==> src/rtl/clk_pattern_pkg.sv <==
// Shared types and defaults for the clock pattern generator.
//   state_t   : sequencer states (IDLE / RUN / STOP)
//   DEF_N_CH  : default number of generated clock channels
//   DEF_PAT_W : default maximum pattern length in bits
package clk_pattern_pkg;

    typedef enum logic [1:0] {
        ST_IDLE = 2'd0,
        ST_RUN  = 2'd1,
        ST_STOP = 2'd2
    } state_t;

    localparam int unsigned DEF_N_CH  = 2;
    localparam int unsigned DEF_PAT_W = 16;

endpackage

==> src/rtl/pattern_lane.sv <==
// One generated-clock channel: shadow and active pattern registers plus the
// registered bit select that drives the channel's clock output.
//   clk, rstn  : source clock, async active-low reset
//   stage_i    : capture pat_i into the shadow register
//   apply_i    : copy shadow into the active register (frame boundary / idle)
//   play_i     : sequencer is not idle; when low the output is forced to 0
//   pat_i      : pattern for this channel, bit 0 played first
//   cnt_i      : current bit position within the frame
//   gen_clk_o  : registered generated clock
module pattern_lane
    import clk_pattern_pkg::*;
#(
    parameter int unsigned  PAT_W = DEF_PAT_W,
    localparam int unsigned CW    = $clog2(PAT_W)
) (
    input  logic             clk,
    input  logic             rstn,
    input  logic             stage_i,
    input  logic             apply_i,
    input  logic             play_i,
    input  logic [PAT_W-1:0] pat_i,
    input  logic [CW-1:0]    cnt_i,
    output logic             gen_clk_o
);

    logic [PAT_W-1:0] shadow_q;
    logic [PAT_W-1:0] active_q;
    logic             gen_clk_q;

    // The output bit is taken from the active register as it stood before
    // this edge, so an apply on the wrap edge only affects the next frame.
    always_ff @(posedge clk or negedge rstn) begin
        if (!rstn) begin
            shadow_q  <= '0;
            active_q  <= '0;
            gen_clk_q <= 1'b0;
        end else begin
            if (stage_i) shadow_q <= pat_i;
            if (apply_i) active_q <= shadow_q;
            gen_clk_q <= play_i & active_q[cnt_i];
        end
    end

    assign gen_clk_o = gen_clk_q;

endmodule

==> src/rtl/clk_pattern_gen.sv <==
// Multi-channel programmable clock pattern generator. Each channel replays a
// pattern of pat_len+1 bits, one per clk cycle. New patterns are staged in a
// shadow and applied only at a frame boundary (or immediately while idle).
//   clk, rstn     : source clock, async active-low reset
//   en_i          : run request (level)
//   load_i        : single-cycle request to stage pat_in_i / pat_len_i
//   pat_in_i      : channel c pattern in bits [c*PAT_W +: PAT_W]
//   pat_len_i     : frame length minus 1
//   gen_clk_o     : registered generated clocks
//   frame_sync_o  : high while gen_clk_o shows bit 0
//   load_pend_o   : a staged pattern is waiting to be applied
//   load_ovf_o    : one-cycle pulse, a load was dropped
//   running_o     : sequencer is in RUN
module clk_pattern_gen
    import clk_pattern_pkg::*;
#(
    parameter int unsigned  N_CH  = DEF_N_CH,
    parameter int unsigned  PAT_W = DEF_PAT_W,
    localparam int unsigned CW    = $clog2(PAT_W)
) (
    input  logic                  clk,
    input  logic                  rstn,
    input  logic                  en_i,
    input  logic                  load_i,
    input  logic [N_CH*PAT_W-1:0] pat_in_i,
    input  logic [CW-1:0]         pat_len_i,
    output logic [N_CH-1:0]       gen_clk_o,
    output logic                  frame_sync_o,
    output logic                  load_pend_o,
    output logic                  load_ovf_o,
    output logic                  running_o
);

    state_t        state_q;
    logic [CW-1:0] cnt_q;
    logic [CW-1:0] len_act_q;
    logic [CW-1:0] len_shd_q;
    logic          load_pend_q;
    logic          load_pend_d;
    logic          load_ovf_q;
    logic          frame_sync_q;
    logic          running_q;

    logic          play;
    logic          wrap;
    logic          apply;
    logic          stage;

    // A load arriving on the same edge the pending shadow is consumed is
    // accepted, so the pending flag stays set for the new data.
    always_comb begin
        play        = (state_q != ST_IDLE);
        wrap        = play && (cnt_q == len_act_q);
        apply       = load_pend_q && (!play || wrap);
        stage       = load_i && (!load_pend_q || apply);
        load_pend_d = stage || (load_pend_q && !apply);
    end

    always_ff @(posedge clk or negedge rstn) begin
        if (!rstn) begin
            state_q      <= ST_IDLE;
            cnt_q        <= '0;
            len_act_q    <= CW'(PAT_W - 1);
            len_shd_q    <= '0;
            load_pend_q  <= 1'b0;
            load_ovf_q   <= 1'b0;
            frame_sync_q <= 1'b0;
            running_q    <= 1'b0;
        end else begin
            load_pend_q  <= load_pend_d;
            load_ovf_q   <= load_i && load_pend_q && !apply;
            frame_sync_q <= play && (cnt_q == '0);
            if (stage) len_shd_q <= pat_len_i;
            if (apply) len_act_q <= len_shd_q;

            case (state_q)
                ST_IDLE: begin
                    cnt_q <= '0;
                    if (en_i) begin
                        state_q   <= ST_RUN;
                        running_q <= 1'b1;
                    end
                end
                ST_RUN: begin
                    cnt_q <= wrap ? '0 : cnt_q + CW'(1);
                    // Dropping en on the wrap edge ends cleanly: no new frame starts.
                    if (!en_i) begin
                        state_q   <= wrap ? ST_IDLE : ST_STOP;
                        running_q <= 1'b0;
                    end
                end
                ST_STOP: begin
                    cnt_q <= wrap ? '0 : cnt_q + CW'(1);
                    if (en_i) begin
                        state_q   <= ST_RUN;
                        running_q <= 1'b1;
                    end else if (wrap) begin
                        state_q <= ST_IDLE;
                    end
                end
                default: begin
                    state_q   <= ST_IDLE;
                    cnt_q     <= '0;
                    running_q <= 1'b0;
                end
            endcase
        end
    end

    for (genvar c = 0; c < N_CH; c++) begin : g_lane
        pattern_lane #(.PAT_W(PAT_W)) u_lane (
            .clk       (clk),
            .rstn      (rstn),
            .stage_i   (stage),
            .apply_i   (apply),
            .play_i    (play),
            .pat_i     (pat_in_i[c*PAT_W +: PAT_W]),
            .cnt_i     (cnt_q),
            .gen_clk_o (gen_clk_o[c])
        );
    end

    assign frame_sync_o = frame_sync_q;
    assign load_pend_o  = load_pend_q;
    assign load_ovf_o   = load_ovf_q;
    assign running_o    = running_q;

endmodule

==> config.mk <==
export PLATFORM = sky130hd
export DESIGN_NAME = clk_pattern_gen
export DESIGN_NICKNAME = d
export VERILOG_FILES = /design/src/rtl/clk_pattern_pkg.sv /design/src/rtl/pattern_lane.sv /design/src/rtl/clk_pattern_gen.sv
export SDC_FILE = /design/constraint.sdc
export NUM_CORES = 1
export LEC_CHECK = 0
export ABC_AREA = 1
export CORE_UTILIZATION = 51
export DETAILED_ROUTE_END_ITERATION = 6
export PLACE_DENSITY = 0.76
export SLEW_MARGIN = 25
export SYNTH_ARGS = -nofsm -noshare
export SYNTH_HDL_FRONTEND = slang
export SYNTH_SLANG_ARGS = --single-unit
==> constraint.sdc <==
create_clock -name clk -period 1.6 [get_ports clk]
set_clock_uncertainty 0.15 [all_clocks]
set_input_delay 0.32 -clock clk [delete_from_list [all_inputs] [get_ports clk]]
set_output_delay 0.32 -clock clk [all_outputs]
set_load 0.03 [all_outputs]
# ---- Word-level counts from Yosys, hierarchy flattened
# Index checks and enable logic that the tools add are counted.
dict set report op_classes {
  add_sub_neg 1
  order_cmp 1
  n_eq_ne 7
  muxes 15
  bitwise_logic 2
  reduce_logical 20
}
# op count
set ops {}
lappend ops {{$mux 2} 5}
lappend ops {{$bmux 1 s4} 2}
lappend ops {{$mux 4} 2}
lappend ops {{$logic_and 1x1->1} 7}
lappend ops {{$pmux 2 s3} 1}
lappend ops {{$lt 4x5->1 const B} 1}
lappend ops {{$add 4x1->4 const B} 1}
lappend ops {{$eq 4x4->1} 1}
lappend ops {{$logic_not 4->1} 1}
lappend ops {{$mux 1} 4}
lappend ops {{$ne 2x2->1 const B} 2}
lappend ops {{$reduce_or 2->1} 2}
lappend ops {{$logic_not 1->1} 3}
lappend ops {{$logic_or 1x1->1} 3}
lappend ops {{$ne 3x3->1 const B} 1}
lappend ops {{$reduce_and 3->1} 1}
lappend ops {{$and 1x1->1} 2}
lappend ops {{$eq 2x1->1 const B} 1}
lappend ops {{$eq 2x2->1 const B} 1}
lappend ops {{$logic_not 2->1} 1}
lappend ops {{$ne 2x1->1 const B} 1}
lappend ops {{$pmux 1 s2} 1}
lappend ops {{$reduce_and 2->1} 1}
lappend ops {{$reduce_bool 2->1} 1}
dict set report word_totals {
  ff_bits 84
  inputBits 40
  output_inout_bits 6
  wordCells 60
}

# ---- Longest topological paths before layout
# Gate-level depths: netlist of run 1.
dict set report logic_depth {
  word_depth 7
  mapped_depth 11
  ltp_nobuf 9
}

# ---- Hierarchy
# A second synthesis of run 1 with hierarchy kept.
dict set report hier_totals {
  hier_cells 396
  hier_area_um2 3921.3
}
# mod n_inst cells_each area_per_inst_um2 seq_area_each_um2
set by_module_without_submodules {}
lappend by_module_without_submodules {pattern_lane 2 139 1486.4 825.8}
lappend by_module_without_submodules {clk_pattern_gen 1 118 948.4 455.4}

# ---- Least setup slack after synthesis of run 1
# OpenSTA, ideal clock, no wires.
dict set report synth_timing {
  path_type {register -> register}
  startpoint {register state_q[0]}
  endpoint {register g_lane[0].u_lane.shadow_q[13]}
  setup_time_ps 116
  t_arrival_ps 1337
  t_required_ps 1334
  setup_slack_ps -3
  path_stages_with_launch 9
  n_path_buf 2
  period_less_slack_ps 1603
  path_cell_list {dfrtp_1 -> inv_1 -> ha_1 -> inv_1 -> nand3_4 -> buf_8 -> buf_8 -> nand3_2 -> nand2_1}
}
dict set report synth_between {
  elab_chain_cells 6
  elab_cells_between_ends 7
  classes_between {reduce/logical: 7}
}
# element line_no
set synth_lines {}
lappend synth_lines {{start, declared} clk_pattern_gen.sv:34} ;# state_t state_q;
lappend synth_lines {{start signal, assigned} clk_pattern_gen.sv:88} ;# state_q <= wrap ? ST_IDLE : ST_STOP;
lappend synth_lines {{$reduce_bool 2->1 (*)} clk_pattern_gen.sv:52} ;# play = (state_q != ST_IDLE);
lappend synth_lines {{$logic_not 1->1 or $logic_and 1x1->1 (tied branches)} {clk_pattern_gen.sv:54, clk_pattern_gen.sv:53}}
lappend synth_lines {{$logic_or 1x1->1 (*)} clk_pattern_gen.sv:54} ;# apply = load_pend_q && (!play || wrap);
lappend synth_lines {{$logic_and 1x1->1 (*)} clk_pattern_gen.sv:54}
lappend synth_lines {{$logic_or 1x1->1 (*)} clk_pattern_gen.sv:55} ;# stage = load_i && (!load_pend_q || apply);
lappend synth_lines {{$logic_and 1x1->1 (*)} clk_pattern_gen.sv:55}
lappend synth_lines {{end signal, assigned} pattern_lane.sv:38} ;# if (stage_i) shadow_q <= pat_i;
lappend synth_lines {{end, declared} pattern_lane.sv:26} ;# logic [PAT_W-1:0] shadow_q;
# Mark *: on every way between the ends. The rest lies on a longest branch, timed or not.
# A chain may end at the register's enable or synchronous reset.

# ---- Worst setup path in the final report of run 1
dict set report layout_timing {
  startpoint {register len_act_q[1]}
  endpoint {register g_lane[1].u_lane.active_q[15]}
}
dict set report layout_between {
  elab_chain_cells 4
}
# element line_no
set layout_lines {}
lappend layout_lines {{start, declared} clk_pattern_gen.sv:36} ;# logic [CW-1:0] len_act_q;
lappend layout_lines {{start signal, assigned} clk_pattern_gen.sv:63} ;# len_act_q <= CW'(PAT_W - 1);
lappend layout_lines {{start signal, assigned} clk_pattern_gen.sv:74} ;# if (apply) len_act_q <= len_shd_q;
lappend layout_lines {{$eq 4x4->1} clk_pattern_gen.sv:53} ;# wrap = play && (cnt_q == len_act_q);
lappend layout_lines {{$logic_and 1x1->1} clk_pattern_gen.sv:53}
lappend layout_lines {{$logic_or 1x1->1} clk_pattern_gen.sv:54}
lappend layout_lines {{$logic_and 1x1->1} clk_pattern_gen.sv:54}
lappend layout_lines {{end signal, assigned} pattern_lane.sv:39} ;# if (apply_i) active_q <= shadow_q;
lappend layout_lines {{end, declared} pattern_lane.sv:27} ;# logic [PAT_W-1:0] active_q;
# No other way between the ends.

==> reports/metrics.cfg, run 1 <==
[status]
status = complete, but fails checks
violations = negative setup slack

[critical_path]
path_class = flop to flop
critPathMaxFanout = 18
end_kind = flop
worstPathArrival_ps = 1950
cp-start-kind = flop
cp.required_ps = 1710

[drt]
num_vias = 3779
antenna_left = 0
drc_errors = 0
viasPerCell = 5.59
detail_route.wl_per_cell_um = 17.5
drt_iter0_drc = 335
top_layer_used = met4
wl_met2_mm = 5.96
dr_wl_met3_um = 785
firstDrtPassIters = 5
finalWirelength_mm = 11.8
wl_met1_mm = 4.49

[finish]
syn2layout_area_growth_pct = 34.7
diodes = 0
drive_above_1_share = 0.293
fin_nets = 615
fill_cells = 510
stdcell_count = 676

[timing]
slew_viol_final = 0
worst_slew_pin_slew_ps = 789
fmax_mhz = 544
setup_viol = 76
min_period_over_period = 1.15
max_slew_margin = 0.474
grt_setup_unrepaired = yes
worst_slack_ps = -238
hold_violations = 0
period_needed_ps = 1840

[logic_synthesis]
synth-seq-cells = 84
synthCells = 496
synthFlopType = dfrtp_1
synth.distinct_cells = 26
synth_fp_nets = 542
seq_area_frac_synth = 0.515
synth_area_sq_um = 4090
synth_edf_count = 0
synthArstFlopShare = 1.00
yosys_warnings = 0
syn_avg_cell_area_sq_um = 8.24

[power_and_ir_drop]
peakVddDrop_mv = 1.18
cellLeakagePower_uw = 0.00284
power_per_cell_area_nw_per_um2 = 2120
power_uw = 11700

[placement]
dp_hpwl_mm = 5.76
dp_cells = 636
gp_congestion = 0.870
numPortBuffers = 45
dp_slack_ps = -168

[die]
initial_utilization = 0.529
dieHeight_um = 91.5
rows = 32
core_sq_um = 7730
ioPinCount = 46
dieArea_sq_um = 8380
die_x_um = 91.5

[clocking]
max-clock-path-buffers = 2
cts_tree = built
cts_sinks = 84
cts_made_buffers = 9
root_buffer = clkbuf_8
cts.reportedPaths.clkPinSlew_ps = 90
clock_latency_ps = 370
htreeDepth = 3

[global_routing]
grt_pass1_wl_mm = 17.5
grt_pass1_vias = 3592
grt_use_total = 0.274
grt_max_degree = 37
grt_overflow = 0
antenna_found_initial = 0

[worst_hold_path]
min_path_type = input pin to async pin

[run]
cap_violations = 0

[stage by stage]
stage               hold slack, ps  setup TNS [ps]   util  cell area (sq um)
finish                         258          -12640  0.713               5510
detailed placement             115           -9080  0.606               4680
floorplan                     -126               0      -               4090
global placement               112           -6330  0.606               4680
global route                   294          -15790  0.713               5510
CTS                            268           -6320  0.685               5300
[cell usage after synthesis, types with 2 or more instances]
cell,n,area [sq um]
nand2_1,214,803
dfrtp_1,80,2000
nand3_1,72,360
inv_1,39,146
nand3_2,20,200
nor2_1,11,41.3
buf_4,8,60.1
buf_2,7,35.0
clkbuf_1,7,26.3
ha_1,6,75.1
dfstp_2,4,105
buf_6,3,33.8
buf_8,3,45.0
inv_2,3,11.3
nand2_4,3,33.8
a21oi_1,2,10.0
nor2_2,2,12.5
o211ai_1,2,15.0
o21ai_0,2,10.0
xor2_1,2,17.5
[state kept, by name, indices dropped and copies added (netlist names), 2 cells and up]
register                 count
g_lane.u_lane.active_q      32
g_lane.u_lane.shadow_q      32
cnt_q                        4
len_act_q                    4
len_shd_q                    4
g_lane.u_lane.gen_clk_o      2
state_q                      2
[layer usage]
| metal | vias to the layer above | global-route usage |
|---|---|---|
| met2 | 210 | 0.458 |
| li1 | 1696 | - |
| met1 | 1815 | 0.344 |
| met4 | 0 | 0.120 |
| met3 | 58 | 0.0528 |
| met5 | - | 0 |
[path summary, 6_finish.rpt]
path / start / endpoint / slack (ps) / cells after the start
worst max-delay path: len_act_q[1]$_DFFE_PN1P_ / g_lane[1].u_lane.active_q[15]$_DFFE_PN0P_ / -240 / 9
worst min-delay path: rstn / len_shd_q[3]$_DFFE_PN0P_ / 260 / 2
worst max register to register: len_act_q[1]$_DFFE_PN1P_ / g_lane[1].u_lane.active_q[15]$_DFFE_PN0P_ / -240 / 9
worst min register to register: g_lane[1].u_lane.active_q[1]$_DFFE_PN0P_ / g_lane[1].u_lane.active_q[1]$_DFFE_PN0P_ / 330 / 2
max in group asynchronous: rstn / load_pend_o$_DFF_PN0_ / 440 / 3
min in group clk: g_lane[1].u_lane.active_q[1]$_DFFE_PN0P_ / g_lane[1].u_lane.active_q[1]$_DFFE_PN0P_ / 330 / 2
[layout make-up]
type / count / area, sq um / share of cell area
flip-flops and latches: 84 / 2110 / 0.383
multi-input cells: 349 / 2030 / 0.368
repair buffers: 83 / 886 / 0.161
inverters: 42 / 158 / 0.0286
clock buffers: 12 / 155 / 0.0282
well taps: 102 / 128 / 0.0232
clock inverters: 4 / 47.5 / 0.00863
[power breakdown]
| group | leakage (uW) | internal, uW | total, uW | switching (uW) |
|---|---|---|---|---|
| Combinational | 0.00169 | 2490 | 6240 | 3750 |
| Sequential | 0.00104 | 3150 | 3860 | 710 |
| Clock | 0.000102 | 802 | 1570 | 771 |
| Total | 0.00284 | 6450 | 11700 | 5230 |
[timing repair]
item / 4_1_cts / 5_1_grt
endpoints found under the setup margin: 80 / 81
pin swaps: 11 / 14
gates cloned: 8 / 4
hold buffers: 1 / 0
hold endpoints to repair: 22 / 0
buffers inserted: 10 / 3
resized for setup: 58 / 53
[cells in the final DEF, fill, tap and decap left out, types with 3 or more instances in the layout]
| master | synthesis | routed |
|---|---|---|
| nand2_1 | 214 | 164 |
| dfrtp_1 | 80 | 79 |
| nand3_1 | 72 | 59 |
| nand2_2 | 1 | 44 |
| clkdlybuf4s50_1 | 0 | 37 |
| inv_1 | 39 | 36 |
| nand3_2 | 20 | 31 |
| buf_4 | 8 | 23 |
| nand2_4 | 3 | 11 |
| clkbuf_8 | 0 | 11 |
| nor2_1 | 11 | 10 |
| nand2_8 | 0 | 7 |
| buf_12 | 0 | 7 |
| inv_2 | 3 | 6 |
| buf_6 | 3 | 6 |
| ha_1 | 6 | 5 |
| dfstp_2 | 4 | 4 |
| dlygate4sd2_1 | 0 | 4 |
| nand3_4 | 1 | 3 |
[cells by family after synthesis]
family / Yosys count / synth area share
AND/OR/NAND/NOR: 327 / 0.365
AO/OA/AOI/OAI: 6 / 0.00857
flip-flops: 84 / 0.515
adder cells (fa/ha/maj): 6 / 0.0184
XOR/XNOR: 2 / 0.00428
buffers and inverters: 71 / 0.0884
[critical path, cell delays in order, from the launching register on]
cell and delay [ps]:
dfstp_2 530, inv_1 40, nand2_1 110, nand2_2 90, nor2_4 130, nand2_4 90
nand2_4 170, nand2_4 200, nand2_1 150, nand2_1 80
Power figures use the tool's default switching activity.
==> run 2, diff against run 1 <==
- CORE_ASPECT_RATIO: not set -> 1.75
- HOLD_SLACK_MARGIN: not set -> 0.1
- PLACE_DENSITY: 0.76 -> 0.86
==> reports/metrics.cfg, run 2 (synthesis gave the netlist of run 1 again) <==
[critical_path]
critPathMaxFanout = 9
worstPathArrival_ps = 1930
cpMostUsedCell = nand2_1
crit_path_max_incr_delay_ps = 550
slowest_stage = dfstp_2
cp-start-kind = flop
path_class = flop to flop
crit_chain = inv_2 > nand2_1 > nand2_1 > nor2_2 > nand2_2 > nand3_4 > buf_12 > nand2_8 > nand2_1 > nand2_1
cp.required_ps = 1680
crit_start = len_act_q[1]$_DFFE_PN1P_
r2r_start = len_act_q[1]$_DFFE_PN1P_
end_kind = flop

[global_routing]
grt_overflow = 0
grt_pass1_vias = 3799
grt_use_total = 0.277
grt_pass1_wl_mm = 17.7
antenna_found_initial = 0
grt_max_degree = 36

[timing]
worst_slack_ps = -254
whs_ps = 265
slew_viol_final = 0
max_slew_margin = 0.663
grt_setup_unrepaired = yes
worst_slew_pin_slew_ps = 505
period_needed_ps = 1850
hold_violations = 0
setup_viol = 77
min_period_over_period = 1.16
fmax_mhz = 539

[drt]
viasPerCell = 5.89
num_vias = 3868
antenna_left = 0
drc_errors = 0
firstDrtPassIters = 5
detail_route.wl_per_cell_um = 19.2
drt_iter0_drc = 263
finalWirelength_mm = 12.6

[power_and_ir_drop]
power.switching_uw = 5250
power_per_cell_area_nw_per_um2 = 2220
p_comb_frac = 0.495
power_uw = 12300
internal_power_uw = 7050
p_seq_frac = 0.318
peakVddDrop_mv = 1.27
switching_share = 0.427
cellLeakagePower_uw = 0.00286
pwr-share-clk = 0.186

[clocking]
cts_tree = built
htreeDepth = 3
cts_made_buffers = 9
root_buffer = clkbuf_16
cts_sinks = 84
cts.reportedPaths.clkPinSlew_ps = 70
max-clock-path-buffers = 2
clock_latency_ps = 350

[die]
dieHeight_um = 120
initial_utilization = 0.533
ioPinCount = 46
dieArea_sq_um = 8390
core_sq_um = 7670
die_x_um = 69.7
rows = 42

[finish]
drive_above_1_share = 0.250
reg.largest.list = g_lane.u_lane.active_q x32, g_lane.u_lane.shadow_q x32
fill_cells = 483
final_common_cell = nand2_1
syn2layout_area_growth_pct = 35.3
diodes = 0
final_cell_mix = 182 x nand2_1, 79 x dfrtp_1, 60 x nand3_1
fin_nets = 610

[worst_hold_path]
min_path_type = input pin to async pin

[status]
status = complete, but fails checks
violations = negative setup slack

[placement]
numPortBuffers = 45
gp_congestion = 0.843
dp_hpwl_mm = 6.05

[run]
cap_violations = 0

run 2: worst paths after layout:
kind | endpoint | slack [ps] | cells after the start
max reg2reg | len_shd_q[2]$_DFFE_PN0P_ | -250 | 10
min in group clk | g_lane[0].u_lane.shadow_q[10]$_DFFE_PN0P_ | 330 | 2
min | g_lane[0].u_lane.active_q[14]$_DFFE_PN0P_ | 260 | 2
max | len_shd_q[2]$_DFFE_PN0P_ | -250 | 10
max in group asynchronous | load_pend_o$_DFF_PN0_ | 510 | 3
min reg2reg | g_lane[0].u_lane.shadow_q[10]$_DFFE_PN0P_ | 330 | 2
run 2: worst max-delay path, delay by kind of cell (launching register included):
kind,cells,cell delay [ps]
flops,1,550
buf+inv,2,180
simple gates,8,850
run 2: through the flow:
stage                      util  instance area [sq um]  std cells  TNS, ps  setup WS [ps]
final                     0.721                   5530        657   -12750           -254
after floorplan               -                   4090        496        0           12.6
after global routing      0.721                   5530        657   -16560           -287
after detailed placement  0.607                   4660        621    -9330           -181
after global placement    0.607                   4660        621    -5260          -82.4
after CTS                 0.682                   5230        651    -7410           -141
run 2: area by class of cell:
type	instances	area, sq um	share of cell area
multi-input combinational	346	1920	0.346
timing repair buffer	81	916	0.165
inverter	42	158	0.0285
clock inverter	6	87.6	0.0158
tap	88	110	0.0199
clock buffer	10	239	0.0432
sequential	84	2110	0.381
run 2: what timing repair did:
action,CTS,global route
endpoints found under the hold margin,84,0
setup buffers,7,2
resized for setup,30,47
setup endpoints to repair,79,81
pin swaps,13,27
cloned,6,6
hold buffers,1,0
run 2: power by group through the flow:
stage          Combinational, uW  Clock (uW)  Sequential [uW]
5_1_grt                     6570        2380             4000
3_5_place_dp                4170           0             3750
3_3_place_gp                4000           0             3700
2_1_floorplan               3160           0             3670
6_report                    6090        2290             3920
4_1_cts                     5000        2260             3750
run 2: metal layers:
layer | share of wire | track usage
met4 | 0.071 | 0.181
met3 | 0.070 | 0.0458
met5 | 0 | 0
met2 | 0.52 | 0.491
met1 | 0.34 | 0.301
